--- config.mk ---
export PLATFORM = sky130hd
export DESIGN_NAME = uart_rx_param
export DESIGN_NICKNAME = d
export VERILOG_FILES = /design/src/rtl/uart_rx_param.sv
export SDC_FILE = /design/constraint.sdc
export NUM_CORES = 1
export LEC_CHECK = 0
export CAP_MARGIN = 20
export CORE_MARGIN = 10
export CORE_UTILIZATION = 61
export DETAILED_ROUTE_END_ITERATION = 8
export GPL_ROUTABILITY_DRIVEN = 0
export HOLD_SLACK_MARGIN = 0.15
export MAX_ROUTING_LAYER = met4
export PLACE_DENSITY_LB_ADDON = 0.25
export SYNTH_ARGS = -nofsm -noshare
export SYNTH_HDL_FRONTEND = slang
export SYNTH_SLANG_ARGS = --single-unit
--- constraint.sdc ---
create_clock -name clk -period 5.05 [get_ports clk]
set_input_delay 0.7575 -clock clk [delete_from_list [all_inputs] [get_ports clk]]
set_output_delay 0.7575 -clock clk [all_outputs]
set_load 0.02 [all_outputs]
--- src/rtl/uart_rx_param.sv ---
`default_nettype none
// ============================================================================
// Module   : uart_rx_param
// Brief    : Parametrised UART receiver. It has a 2-flop input synchroniser,
//            false-start rejection, optional parity, 1 or 2 stop bits,
//            framing/parity/overrun flags and a one-word valid/ready
//            holding register.
// Options  : define UART_RX_BREAK_DETECT_EN to add the rx_break output and
//            to swallow line breaks instead of delivering them as frames.
// Revision : 1.0 - initial release
// ============================================================================
module uart_rx_param #(
  parameter int CLKS_PER_BIT = 5208,
  parameter int DATA_BITS    = 8,
  parameter int PARITY_EN    = 1,
  parameter int PARITY_ODD   = 1,
  parameter int STOP_BITS    = 1
) (
  input  logic                 clk,
  input  logic                 Reset,
  input  logic                 Sin,
  output logic [DATA_BITS-1:0] rx_data,
  output logic                 rx_valid,
  input  logic                 rx_ready,
  output logic                 parity_err,
  output logic                 frame_err,
  output logic                 overrun,
`ifdef UART_RX_BREAK_DETECT_EN
  output logic                 rx_break,
`endif
  output logic                 busy
);

  localparam int TIMER_W = $clog2(CLKS_PER_BIT);
  localparam int IDX_W   = $clog2(DATA_BITS);

  localparam logic [TIMER_W-1:0] HALF_TICK = TIMER_W'(CLKS_PER_BIT / 2 - 1);
  localparam logic [TIMER_W-1:0] FULL_TICK = TIMER_W'(CLKS_PER_BIT - 1);
  localparam logic [IDX_W-1:0]   LAST_IDX  = IDX_W'(DATA_BITS - 1);

  typedef enum logic [2:0] {
    S_IDLE       = 3'd0,
    S_START      = 3'd1,
    S_DATA       = 3'd2,
    S_PARITY     = 3'd3,
`ifdef UART_RX_BREAK_DETECT_EN
    S_BREAK_WAIT = 3'd5,
`endif
    S_STOP       = 3'd4
  } state_t;

  // Synchroniser
  logic sync1_q, sync1_d, sync2_q, sync2_d;
  logic rx_s;

  // Receive FSM
  state_t               state_q, state_d;
  logic [TIMER_W-1:0]   timer_q, timer_d;
  logic [IDX_W-1:0]     bit_idx_q, bit_idx_d;
  logic                 stop_cnt_q, stop_cnt_d;
  logic [DATA_BITS-1:0] shift_q, shift_d;
  logic                 perr_acc_q, perr_acc_d;
  logic                 ferr_acc_q, ferr_acc_d;
  logic                 armed_q, armed_d;
  logic                 frame_done;
  logic                 frame_is_break;

  // Holding register
  logic [DATA_BITS-1:0] data_q, data_d;
  logic                 valid_q, valid_d;
  logic                 perr_q, perr_d;
  logic                 ferr_q, ferr_d;
  logic                 ovr_q, ovr_d;
  logic                 accept;

`ifdef UART_RX_BREAK_DETECT_EN
  logic par_bit_q, par_bit_d;
  logic stop0_q, stop0_d;
  logic break_q, break_d;
`endif

  assign rx_s = sync2_q;

  // Next-state logic for the receive FSM: timing, sampling and frame assembly
  always_comb begin
    sync1_d        = Sin;
    sync2_d        = sync1_q;
    state_d        = state_q;
    timer_d        = timer_q + 1'b1;
    bit_idx_d      = bit_idx_q;
    stop_cnt_d     = stop_cnt_q;
    shift_d        = shift_q;
    perr_acc_d     = perr_acc_q;
    ferr_acc_d     = ferr_acc_q;
    armed_d        = armed_q;
    frame_done     = 1'b0;
    frame_is_break = 1'b0;
`ifdef UART_RX_BREAK_DETECT_EN
    par_bit_d      = par_bit_q;
    stop0_d        = stop0_q;
`endif
    case (state_q)
      S_IDLE: begin
        timer_d = '0;
        // A start is only accepted after the line has been seen high, so a
        // line held low after a frame is not read as a stream of frames.
        if (rx_s) begin
          armed_d = 1'b1;
        end else if (armed_q) begin
          state_d    = S_START;
          armed_d    = 1'b0;
          bit_idx_d  = '0;
          stop_cnt_d = 1'b0;
          perr_acc_d = 1'b0;
          ferr_acc_d = 1'b0;
        end
      end
      S_START: begin
        if (timer_q == HALF_TICK) begin
          timer_d = '0;
          if (rx_s) begin
            // Line went back high before mid start bit: a glitch.
            state_d = S_IDLE;
            armed_d = 1'b1;
          end else begin
            state_d = S_DATA;
          end
        end
      end
      S_DATA: begin
        if (timer_q == FULL_TICK) begin
          timer_d = '0;
          shift_d = {rx_s, shift_q[DATA_BITS-1:1]};
          if (bit_idx_q == LAST_IDX) begin
            state_d = (PARITY_EN != 0) ? S_PARITY : S_STOP;
          end else begin
            bit_idx_d = bit_idx_q + 1'b1;
          end
        end
      end
      S_PARITY: begin
        if (timer_q == FULL_TICK) begin
          timer_d    = '0;
          perr_acc_d = (((^shift_q) ^ rx_s) != (PARITY_ODD != 0));
`ifdef UART_RX_BREAK_DETECT_EN
          par_bit_d  = rx_s;
`endif
          state_d    = S_STOP;
        end
      end
      S_STOP: begin
        if (timer_q == FULL_TICK) begin
          timer_d = '0;
          if (!rx_s) begin
            ferr_acc_d = 1'b1;
          end
`ifdef UART_RX_BREAK_DETECT_EN
          if (!stop_cnt_q) begin
            stop0_d = rx_s;
          end
`endif
          if ((STOP_BITS == 1) || stop_cnt_q) begin
            frame_done = 1'b1;
            state_d    = S_IDLE;
            // A high final stop bit counts as the idle sample, so a start
            // bit right after mid-stop is picked up without delay.
            armed_d    = rx_s;
`ifdef UART_RX_BREAK_DETECT_EN
            frame_is_break = (shift_q == '0)
                           && ((PARITY_EN == 0) || !par_bit_q)
                           && !(stop_cnt_q ? stop0_q : rx_s);
            if (frame_is_break) begin
              state_d = S_BREAK_WAIT;
            end
`endif
          end else begin
            stop_cnt_d = 1'b1;
          end
        end
      end
`ifdef UART_RX_BREAK_DETECT_EN
      S_BREAK_WAIT: begin
        timer_d = '0;
        if (rx_s) begin
          state_d = S_IDLE;
          armed_d = 1'b1;
        end
      end
`endif
      default: begin
        state_d = S_IDLE;
        timer_d = '0;
      end
    endcase
  end

  // Holding register: load completed frames, drop them when full, handshake out
  always_comb begin
    accept  = valid_q & rx_ready;
    data_d  = data_q;
    perr_d  = perr_q;
    ferr_d  = ferr_q;
    valid_d = valid_q & ~accept;
    ovr_d   = ovr_q & ~accept;
`ifdef UART_RX_BREAK_DETECT_EN
    break_d = frame_done & frame_is_break;
`endif
    if (frame_done && !frame_is_break) begin
      if (!valid_q || rx_ready) begin
        data_d  = shift_q;
        perr_d  = perr_acc_q;
        ferr_d  = ferr_acc_d;
        valid_d = 1'b1;
      end else begin
        ovr_d = 1'b1;
      end
    end
  end

  // State register for synchroniser, FSM and holding register
  always_ff @(posedge clk) begin
    if (Reset) begin
      sync1_q    <= 1'b1;
      sync2_q    <= 1'b1;
      state_q    <= S_IDLE;
      timer_q    <= '0;
      bit_idx_q  <= '0;
      stop_cnt_q <= 1'b0;
      shift_q    <= '0;
      perr_acc_q <= 1'b0;
      ferr_acc_q <= 1'b0;
      armed_q    <= 1'b0;
      data_q     <= '0;
      valid_q    <= 1'b0;
      perr_q     <= 1'b0;
      ferr_q     <= 1'b0;
      ovr_q      <= 1'b0;
`ifdef UART_RX_BREAK_DETECT_EN
      par_bit_q  <= 1'b0;
      stop0_q    <= 1'b0;
      break_q    <= 1'b0;
`endif
    end else begin
      sync1_q    <= sync1_d;
      sync2_q    <= sync2_d;
      state_q    <= state_d;
      timer_q    <= timer_d;
      bit_idx_q  <= bit_idx_d;
      stop_cnt_q <= stop_cnt_d;
      shift_q    <= shift_d;
      perr_acc_q <= perr_acc_d;
      ferr_acc_q <= ferr_acc_d;
      armed_q    <= armed_d;
      data_q     <= data_d;
      valid_q    <= valid_d;
      perr_q     <= perr_d;
      ferr_q     <= ferr_d;
      ovr_q      <= ovr_d;
`ifdef UART_RX_BREAK_DETECT_EN
      par_bit_q  <= par_bit_d;
      stop0_q    <= stop0_d;
      break_q    <= break_d;
`endif
    end
  end

  assign rx_data    = data_q;
  assign rx_valid   = valid_q;
  assign parity_err = perr_q;
  assign frame_err  = ferr_q;
  assign overrun    = ovr_q;
  assign busy       = (state_q != S_IDLE);
`ifdef UART_RX_BREAK_DETECT_EN
  assign rx_break   = break_q;
`endif

endmodule
`default_nettype wire

==> impl_metrics.json <==
{
  "worstPathRequired_ps": 4290,
  "vdd_drop_max_mv": 0.1866,
  "synth_top_area_cell": "dfxtp_1",
  "start_kind": "flop",
  "power_density_nw_per_um2": 280.1,
  "cts_setup_buffers": 0,
  "die_x_microns": 76.77,
  "comb_power_share": 0.047,
  "switching_share": 0.2166,
  "antenna_found_initial": 0,
  "crit_path_end_kind": "primary output",
  "synthCells": 208,
  "fin_nets": 232,
  "h-tree-depth": 2,
  "final-setup-viol-count": 0,
  "crit_arrival_ps": 1790,
  "post-route-period-util": 0.5040,
  "post_cts_resized": 0,
  "cp_max_fo": 13,
  "synth_edf_count": 0,
  "pwr-share-clk": 0.390,
  "grt_overflow_total": 0,
  "async_flop_share": 0,
  "drc": 0,
  "cts_tree": "done",
  "hpwl_microns": 2517,
  "synth_top_area_frac": 0.4481,
  "dieArea_sq_um": 5893,
  "rows": 20,
  "port_buffers": 16,
  "holdWs_ps": 424.7,
  "yosysWarnings": 0,
  "hold_viol": 0,
  "vias_per_cell": 5.348,
  "p_leak_uw": 0.0007375,
  "max_slew_margin": 0.5884,
  "status": "finished clean",
  "ctsHoldBuffers": 0,
  "clk_pin_slew_ps": 120,
  "clock_skew_ps": 10.15,
  "synth.avg_cell_area_sq_um": 9.450,
  "grt_max_degree": 33,
  "num_antenna_cells": 0,
  "antenna_left": 0,
  "cpPeakStageDelay_ps": 670,
  "grt_pass1_wl_microns": 6223,
  "synth_seq_cells": 44,
  "area_growth_pct": 14.83,
  "final-max-slew-violation-count": 0,
  "internal_power_uw": 495.2,
  "cts_made_buffers": 5,
  "synthFlopType": "dfxtp_1",
  "path_cells": "or3_1, clkdlybuf4s50_1",
  "rsz0062_at_grt": "false",
  "core_sq_um": 3078,
  "yosysSeqAreaShare": 0.4481,
  "clk-insertion-delay-late_ps": 360,
  "cts_sinks": 44,
  "fin_area_sq_um": 2257,
  "fmaxAchievable_mhz": 392.9,
  "p_sw_uw": 136.9,
  "synthDistinctLibCells": 39,
  "die_h_microns": 76.77,
  "tightest_slew_ps": 615.1,
  "initial_core_util": 0.6386,
  "cts-root-buf": "clkbuf_4",
  "fin_setup_tns_ps": 0,
  "drv_cap": 0,
  "io-pin-count": 17,
  "p_seq_frac": 0.562,
  "wl_per_cell_microns": 13.44,
  "grt_pass1_vias": 1342,
  "drt_iter0_drc": 105,
  "min_period_ps": 2545,
  "synthTopCellsByArea": "dfxtp_1 45%, mux2i_1 10%, nor2_1 8.6%, xnor2_1 4.0%, xor2_1 3.6%",
  "vias": 1444,
  "cp_slowest_cell": "dfxtp_1",
  "placed_area_sq_um": 2155,
  "drt-total-wl_microns": 3628,
  "grt.total_usage": 0.1304,
  "path_class": "reg -> out",
  "hold_class": "reg -> reg",
  "first_pass_iters": 4,
  "netlist_area_sq_um": 1966,
  "clock_tree.buffer_depth": 2,
  "drive_above_1_share": 0.08407,
  "syn_nets": 215
}
==> flip-flops by register name (all words and copies together) (netlist names), 3 cells and up <==
signal,flops
rx_data,8
bit_idx_q,3
state_q,3
shift_q,8
timer_q,13
==> metrics by stage <==
step / setup slack, ps / total power [uW] / instances / util
floorplan: 3246 / 384.0 / 208 / -
global placement: 2354 / 391.4 / 261 / 0.7000
detailed placement: 2332 / 392.7 / 261 / 0.7000
CTS: 2498 / 632.7 / 269 / 0.7309
global route: 2413 / 651.6 / 270 / 0.7333
finish: 2505 / 632.2 / 270 / 0.7333
==> path summary, 6_finish.rpt <==
path,start,end,slack (ps),cells after the start
max reg2reg,timer_q[0],rx_data[6],2790,7
min,sync1_q,rx_s,420,1
max,state_q[0],busy,2500,2
min reg2reg,sync1_q,rx_s,420,1
==> cell type report <==
| cell class | count | area, sq um |
|---|---|---|
| Clock buffer | 7 | 65.06 |
| Multi-Input combinational cell | 150 | 1028 |
| Fill cell | 253 | 820.8 |
| Clock inverter | 1 | 30.03 |
| Sequential cell | 44 | 880.8 |
| Inverter | 6 | 22.52 |
| Timing Repair Buffer | 18 | 175.2 |
| Tap cell | 44 | 55.05 |
==> placed cells by master, fill, tap and decap left out, types with 2 or more instances in the layout <==
| cell | count |
|---|---|
| a21oi_1 | 7 |
| a22oi_1 | 4 |
| a311oi_1 | 2 |
| buf_4 | 2 |
| clkbuf_4 | 5 |
| clkbuf_8 | 2 |
| clkdlybuf4s50_1 | 16 |
| dfxtp_1 | 44 |
| ha_1 | 3 |
| inv_1 | 6 |
| mux2i_1 | 20 |
| nand2_1 | 10 |
| nand2b_1 | 3 |
| nand3_1 | 3 |
| nand4_1 | 5 |
| nor2_1 | 45 |
| nor3_1 | 3 |
| nor4bb_1 | 2 |
| o21a_1 | 2 |
| or2_2 | 4 |
| or3_1 | 3 |
| xnor2_1 | 9 |
| xor2_1 | 8 |
==> logic make-up (layout without fill, tap and decap cells) <==
logic type | Yosys count | in the layout | share of synthesized area
fa+ha+maj | 3 | 3 | 0.01910
xor+xnor | 18 | 18 | 0.08721
mux | 21 | 21 | 0.1076
compound gates | 19 | 19 | 0.06874
buf+inv | 14 | 32 | 0.02864
flops | 44 | 44 | 0.4481
simple gates | 89 | 89 | 0.2406
==> cell usage after synthesis (2+ instances only) <==
library cell / number
a21oi_1: 7
xnor2_1: 9
or3_1: 3
a22oi_1: 4
clkbuf_1: 4
ha_1: 3
nand2_1: 10
nand2b_1: 3
or2_2: 4
nor4bb_1: 2
nor2_1: 45
buf_2: 3
o21a_1: 2
a311oi_1: 2
nor3_1: 3
mux2i_1: 20
inv_1: 6
nand3_1: 3
nand4_1: 5
dfxtp_1: 44
xor2_1: 8
==> worst max-delay path, delay by kind of cell (launching register included) <==
| kind | cells | cell delay [ps] |
|---|---|---|
| and+or+nand+nor | 1 | 180 |
| DFF | 1 | 670 |
| buffers and inverters | 1 | 590 |
==> power by group through the flow <==
stage | Combinational [uW] | Sequential [uW] | Clock [uW]
6_report | 29.9 | 356 | 247
5_1_grt | 33.3 | 356 | 262
4_1_cts | 29.8 | 355 | 248
3_5_place_dp | 29.6 | 363 | 0
3_3_place_gp | 28.7 | 363 | 0
2_1_floorplan | 24.0 | 360 | 0
==> layer usage <==
metal  GRT usage  vias up  routed length, microns
met5           -        -                       0
met2      0.1872       24                    1577
met4     0.05019        0                      60
met3     0.05012        7                     168
met1      0.1609      669                    1822
li1            -      744                       -
(Power assumes the default switching activity.)
